<file path="src/rtl/arrow_sequencer_pkg.sv">
// Shared DDR game definitions: arrow codes, default generator settings and
// sequencer state codes.
package arrow_sequencer_pkg;

  localparam int unsigned DDR_LFSR_WIDTH   = 16;
  localparam logic [15:0] DDR_TAPS         = 16'hB400;
  localparam logic [15:0] DDR_DEFAULT_SEED = 16'hACE1;
  localparam int unsigned DDR_NUM_ARROWS   = 4;
  localparam int unsigned DDR_ARROW_BITS   = 2;
  localparam int unsigned DDR_QUEUE_DEPTH  = 4;

  localparam logic [1:0] ARROW_LEFT  = 2'd0;
  localparam logic [1:0] ARROW_DOWN  = 2'd1;
  localparam logic [1:0] ARROW_UP    = 2'd2;
  localparam logic [1:0] ARROW_RIGHT = 2'd3;

  // Sequencer states kept as plain constants for compatibility with legacy code.
  localparam logic [0:0] ST_FILL  = 1'b0;
  localparam logic [0:0] ST_READY = 1'b1;

endpackage

</file>
<file path="src/rtl/lfsr_core.sv">
// Fibonacci-style LFSR holding the generator state; handles load with zero
// substitution and single-step advance.
module lfsr_core #(
  parameter int unsigned   W            = 16,
  parameter logic [W-1:0]  TAPS         = 16'hB400,
  parameter logic [W-1:0]  DEFAULT_SEED = 16'hACE1,
  parameter int unsigned   OUT_BITS     = 2
) (
  input  logic                clk,
  input  logic                rst,
  input  logic                load,
  input  logic [W-1:0]        load_value,
  input  logic                advance,
  output logic [W-1:0]        state,
  output logic [OUT_BITS-1:0] next_low
);

  logic [W-1:0] state_q, state_d;
  logic [W-1:0] next_state;
  logic         fb;

  // Next-state: load beats advance; a zero load is replaced by the default seed.
  always_comb begin
    fb         = ^(state_q & TAPS);
    next_state = {state_q[W-2:0], fb};
    state_d    = state_q;
    if (load) begin
      state_d = (load_value == '0) ? DEFAULT_SEED : load_value;
    end else if (advance) begin
      state_d = next_state;
    end
  end

  // State register with synchronous reset to the default seed.
  always_ff @(posedge clk) begin
    if (rst) state_q <= DEFAULT_SEED;
    else     state_q <= state_d;
  end

  assign state    = state_q;
  assign next_low = next_state[OUT_BITS-1:0];

endmodule

</file>
<file path="src/rtl/arrow_sequencer.sv">
// DDR arrow generator: fills a look-ahead queue from an LFSR, then shifts one
// new arrow in per beat step, with range folding and optional no-repeat.
module arrow_sequencer
  import arrow_sequencer_pkg::*;
#(
  parameter int unsigned            LFSR_WIDTH   = DDR_LFSR_WIDTH,
  parameter logic [LFSR_WIDTH-1:0]  TAPS         = DDR_TAPS,
  parameter logic [LFSR_WIDTH-1:0]  DEFAULT_SEED = DDR_DEFAULT_SEED,
  parameter int unsigned            NUM_ARROWS   = DDR_NUM_ARROWS,
  parameter int unsigned            ARROW_BITS   = DDR_ARROW_BITS,
  parameter int unsigned            QUEUE_DEPTH  = DDR_QUEUE_DEPTH
) (
  input  logic                              clk,
  input  logic                              rst,
  input  logic                              step,
  input  logic                              seed_load,
  input  logic [LFSR_WIDTH-1:0]             seed,
  input  logic                              no_repeat,
  output logic [ARROW_BITS-1:0]             head_arrow,
  output logic [QUEUE_DEPTH*ARROW_BITS-1:0] arrow_queue,
  output logic                              arrow_valid,
  output logic [LFSR_WIDTH-1:0]             lfsr_state
);

  localparam int unsigned CNT_W = (QUEUE_DEPTH > 2) ? $clog2(QUEUE_DEPTH) : 1;
  localparam int unsigned AW    = ARROW_BITS + 1;
  localparam logic [AW-1:0]    NA        = AW'(NUM_ARROWS);
  localparam logic [CNT_W-1:0] LAST_SLOT = CNT_W'(QUEUE_DEPTH - 1);

  logic [0:0]            state_q, state_d;
  logic [CNT_W-1:0]      fill_cnt_q, fill_cnt_d;
  logic [ARROW_BITS-1:0] queue_q [QUEUE_DEPTH];
  logic [ARROW_BITS-1:0] queue_d [QUEUE_DEPTH];

  logic [ARROW_BITS-1:0] raw;
  logic [AW-1:0]         cand_w, inc_w;
  logic [ARROW_BITS-1:0] pred;
  logic [CNT_W-1:0]      pred_idx;
  logic                  has_pred;
  logic [ARROW_BITS-1:0] arrow_new;
  logic                  advance;

  lfsr_core #(
    .W            (LFSR_WIDTH),
    .TAPS         (TAPS),
    .DEFAULT_SEED (DEFAULT_SEED),
    .OUT_BITS     (ARROW_BITS)
  ) u_lfsr (
    .clk        (clk),
    .rst        (rst),
    .load       (seed_load),
    .load_value (seed),
    .advance    (advance),
    .state      (lfsr_state),
    .next_low   (raw)
  );

  // Candidate arrow from the advanced LFSR, folded into range, then bumped if
  // it would repeat the most recently written arrow.
  always_comb begin
    cand_w   = {1'b0, raw};
    if (cand_w >= NA) cand_w = cand_w - NA;
    inc_w    = cand_w + AW'(1);
    if (inc_w == NA) inc_w = '0;
    pred_idx = fill_cnt_q - CNT_W'(1);
    if (state_q == ST_FILL) begin
      has_pred = (fill_cnt_q != '0);
      pred     = queue_q[pred_idx];
    end else begin
      has_pred = 1'b1;
      pred     = queue_q[QUEUE_DEPTH-1];
    end
    if (no_repeat && has_pred && (cand_w == {1'b0, pred})) arrow_new = ARROW_BITS'(inc_w);
    else                                                   arrow_new = ARROW_BITS'(cand_w);
  end

  // FILL/READY control and queue update; seed_load overrides step.
  always_comb begin
    state_d    = state_q;
    fill_cnt_d = fill_cnt_q;
    queue_d    = queue_q;
    advance    = 1'b0;
    if (seed_load) begin
      state_d    = ST_FILL;
      fill_cnt_d = '0;
    end else if (state_q == ST_FILL) begin
      advance             = 1'b1;
      queue_d[fill_cnt_q] = arrow_new;
      if (fill_cnt_q == LAST_SLOT) begin
        state_d    = ST_READY;
        fill_cnt_d = '0;
      end else begin
        fill_cnt_d = fill_cnt_q + CNT_W'(1);
      end
    end else if (step) begin
      advance = 1'b1;
      for (int unsigned k = 0; k < QUEUE_DEPTH - 1; k++) queue_d[k] = queue_q[k+1];
      queue_d[QUEUE_DEPTH-1] = arrow_new;
    end
  end

  // Control and queue registers with synchronous reset.
  always_ff @(posedge clk) begin
    if (rst) begin
      state_q    <= ST_FILL;
      fill_cnt_q <= '0;
      for (int unsigned k = 0; k < QUEUE_DEPTH; k++) queue_q[k] <= '0;
    end else begin
      state_q    <= state_d;
      fill_cnt_q <= fill_cnt_d;
      queue_q    <= queue_d;
    end
  end

  // Flatten the queue for the display; slot 0 sits in the low bits.
  always_comb begin
    arrow_queue = '0;
    for (int unsigned k = 0; k < QUEUE_DEPTH; k++)
      arrow_queue[k*ARROW_BITS +: ARROW_BITS] = queue_q[k];
  end

  assign head_arrow  = queue_q[0];
  assign arrow_valid = (state_q == ST_READY);

endmodule

</file>
<file path="config.mk">
export PLATFORM = sky130hd
export DESIGN_NAME = arrow_sequencer
export DESIGN_NICKNAME = d
export VERILOG_FILES = /design/src/rtl/arrow_sequencer_pkg.sv /design/src/rtl/lfsr_core.sv /design/src/rtl/arrow_sequencer.sv
export SDC_FILE = /design/constraint.sdc
export NUM_CORES = 1
export LEC_CHECK = 0
export ABC_AREA = 1
export CORE_ASPECT_RATIO = 0.75
export CORE_MARGIN = 3
export CORE_UTILIZATION = 45
export DETAILED_ROUTE_END_ITERATION = 10
export PLACE_DENSITY = 0.76
export REMOVE_ABC_BUFFERS = 1
export SKIP_CTS_REPAIR_TIMING = 1
export SYNTH_ARGS = -nofsm -noshare
export SYNTH_HDL_FRONTEND = slang
export SYNTH_SLANG_ARGS = --single-unit
</file>
<file path="constraint.sdc">
create_clock -name clk -period 2 [get_ports clk]
set_input_delay 0.2 -clock clk [delete_from_list [all_inputs] [get_ports clk]]
set_output_delay 0.2 -clock clk [all_outputs]
set_load 0.01 [all_outputs]
</file>
==> impl_results.md, run 1 <==
* Floorplan row count at 17
* Vias post-DR at approximately 1600
* Layout cell share with drive strength beyond 1 at 0.1213
* Avg Inst Size Synth at around 6.9 um^2
* Min Hold Slack at between 500 and 600 ps
* Worst EP arrival at 1570 ps
* Fillers at 275
* Worst-path cell chain: clkdlybuf4s50_1
* Number of max-cap violations at 0
* Total CTS buffers at 3
* Global-route wire length before repair at 6872 um
* Final period utilization at 0.8871
* CTS tree: built
* Clk buf depth at 2
* Vias in the first global route at 1425
* All-Layer GR Usage at 0.2070
* Critical Path Fanout Max at 12
* Synth Warn # at 0
* GR Overflow Total at 0
* Ant. Diodes at 0
* Post-route DRC at 0
* Family with the most delay on the worst path: flip-flops
* Max Clk Rate at 563.6 MHz
* Worst slew margin at 0.6596
* Crit-path slowest cell: dfxtp_1
* Wirelength per Cell at 13.95 um
* Clk slew on worst S/H paths at 90 ps
* Ys flop type: dfxtp_1
* Peak VDD IR at 0.3997 mV
* Ys async rst share at 0
* Largest net degree at the start of global routing at 18
* Outcome: finished clean
* DIE WIDTH at 74.02 um
* Drt initial violations at 95
* Clk_skew at about 11 ps
* GPL Wtd Cong at 0.8912
* Final setup fails at 0
* Routed Antenna Nets at 0
* Die area at 0.004220 mm^2
* Clock root buffer: clkbuf_8
* Worst setup EP type: primary output
* I/O Buffers at 47
* Routed wire length at 4326 um
* Buf/Inv on CP at 1
* Gate count after technology mapping at about 230
* Top cells by area, synth: dfxtp_1, nand2_1, o21ai_0
* Sink Count at 27
* Count of cell types in the netlist at 29
* Area grow syn2layout at 34.78%
* Synth Register Bits at 27
* Most instantiated cells after synthesis: nand2_1, dfxtp_1, inv_1, nor2_1, o21ai_0
* DR pass1 iterations at 4
* CP required at roughly 1800 ps
* Hold crit path type: flip-flop to flip-flop
* Layout net count at 298
* WS Path Type: flip-flop to primary output
* Synthesized area at 0.001561 mm^2
* Sequential share of the synthesized area at 0.3462
* I/O pins at 48
* Leak at 0.8845 nW
* Worst-Skew Late Latency at 280 ps
* Htree depth at 1
* Worst Setup Start Kind: flip-flop
* Pwr per Cell Area at ~600 mW/mm^2
* Final Hold Fails at 0
* Slew Limit Fails at 0
* Core Area at 0.003127 mm^2
* Post-synth EDFFs at 0
* Die Y at ~57 um
* Sum Neg Setup Slack at 0 ps
* Worst Tran Pin Value at approximately 510 ps
* RSZ-0062 raised after global routing: no
* Most frequent cell after synthesis: nand2_1
* Avg Vias per Cell at 5.229
* Min cycle time layout at 1774 ps
* Initial Utilization at 0.4994
* Initial antenna violation count at 0
* Area leader, netlist: dfxtp_1
* Post-synth top area share at 0.3462
* CP peak stage delay at 650 ps
* HPWL Detailed at about 3300 um
-- final timing paths --
check	start	to	slack [ps]	cells after the start
max	arrow_valid	arrow_valid	230	1
min	u_lfsr.state[14]	u_lfsr.state[14]	510	2
max reg2reg	arrow_valid	u_lfsr.state[11]	340	6
min reg2reg	u_lfsr.state[14]	u_lfsr.state[14]	510	2
-- metal layers --
layer  GRT usage  share of wire  vias up
li1            -              -      827
met1      0.3247           0.50      729
met2      0.2816           0.43       59
met3     0.04577          0.060        6
met4     0.05168          0.012        0
met5           0              0        -
-- cell families after synthesis --
kind of cell,share of synthesized area
xor gates and xnor gates,0.01122
adders and majority gates,0.03205
and+or+nand+nor,0.2973
AOI/OAI and AO/OA,0.2051
DFF,0.3462
buffers and inverters,0.1082
-- registers in the layout, summed over array words and instances, names as in the netlist --
signal and count:
arrow_queue 6, arrow_valid 1, fill_cnt_q 2, head_arrow 2, u_lfsr.state 16
-- where the power goes --
group	internal, mW	switching [mW]	total, mW
clock network	0.147	0.190	0.336
registers	0.572	0.0321	0.604
logic	0.159	0.162	0.321
total	0.878	0.384	1.26
-- stage by stage --
step	area, um^2	instances	utilization	total power, mW	setup WS [ps]
2_1_floorplan	1499	216	-	0.7700	370.1
3_3_place_gp	2054	306	0.6571	0.9333	359.2
3_5_place_dp	2054	306	0.6571	0.9345	322.1
4_1_cts	2105	310	0.6731	1.269	208.2
5_1_grt	2105	310	0.6731	1.330	167.2
6_report	2105	310	0.6731	1.262	225.7
-- layout make-up --
class | count | area (um^2) | share of cell area
flip-flops and latches | 27 | 540.5 | 0.2568
clock inverters | 1 | 8.758 | 0.004162
clock buffers | 3 | 41.29 | 0.01962
multi-input cells | 162 | 852.1 | 0.4049
well taps | 38 | 47.55 | 0.02259
repair buffers | 52 | 508.0 | 0.2414
inverters | 27 | 106.4 | 0.05054
-- layout by cell type (no fill, tap or decap), drive strengths merged, types with 5 or more instances in the layout --
cell           netlist  final
clkdlybuf4s50        0     47
a31oi                5      5
buf                  7      5
o21ai               20     20
nand2               56     56
nand3               16     16
inv                 27     28
dfxtp               27     27
nor2                25     25
a21oi               23     23
(Power assumes the default switching activity.)
==> run 2: changes to the inputs <==
Settings changed: SLEW_MARGIN set to 20.
==> results of run 2 <==
Same layout as run 1: the final DEF is identical, and so are final timing and power.
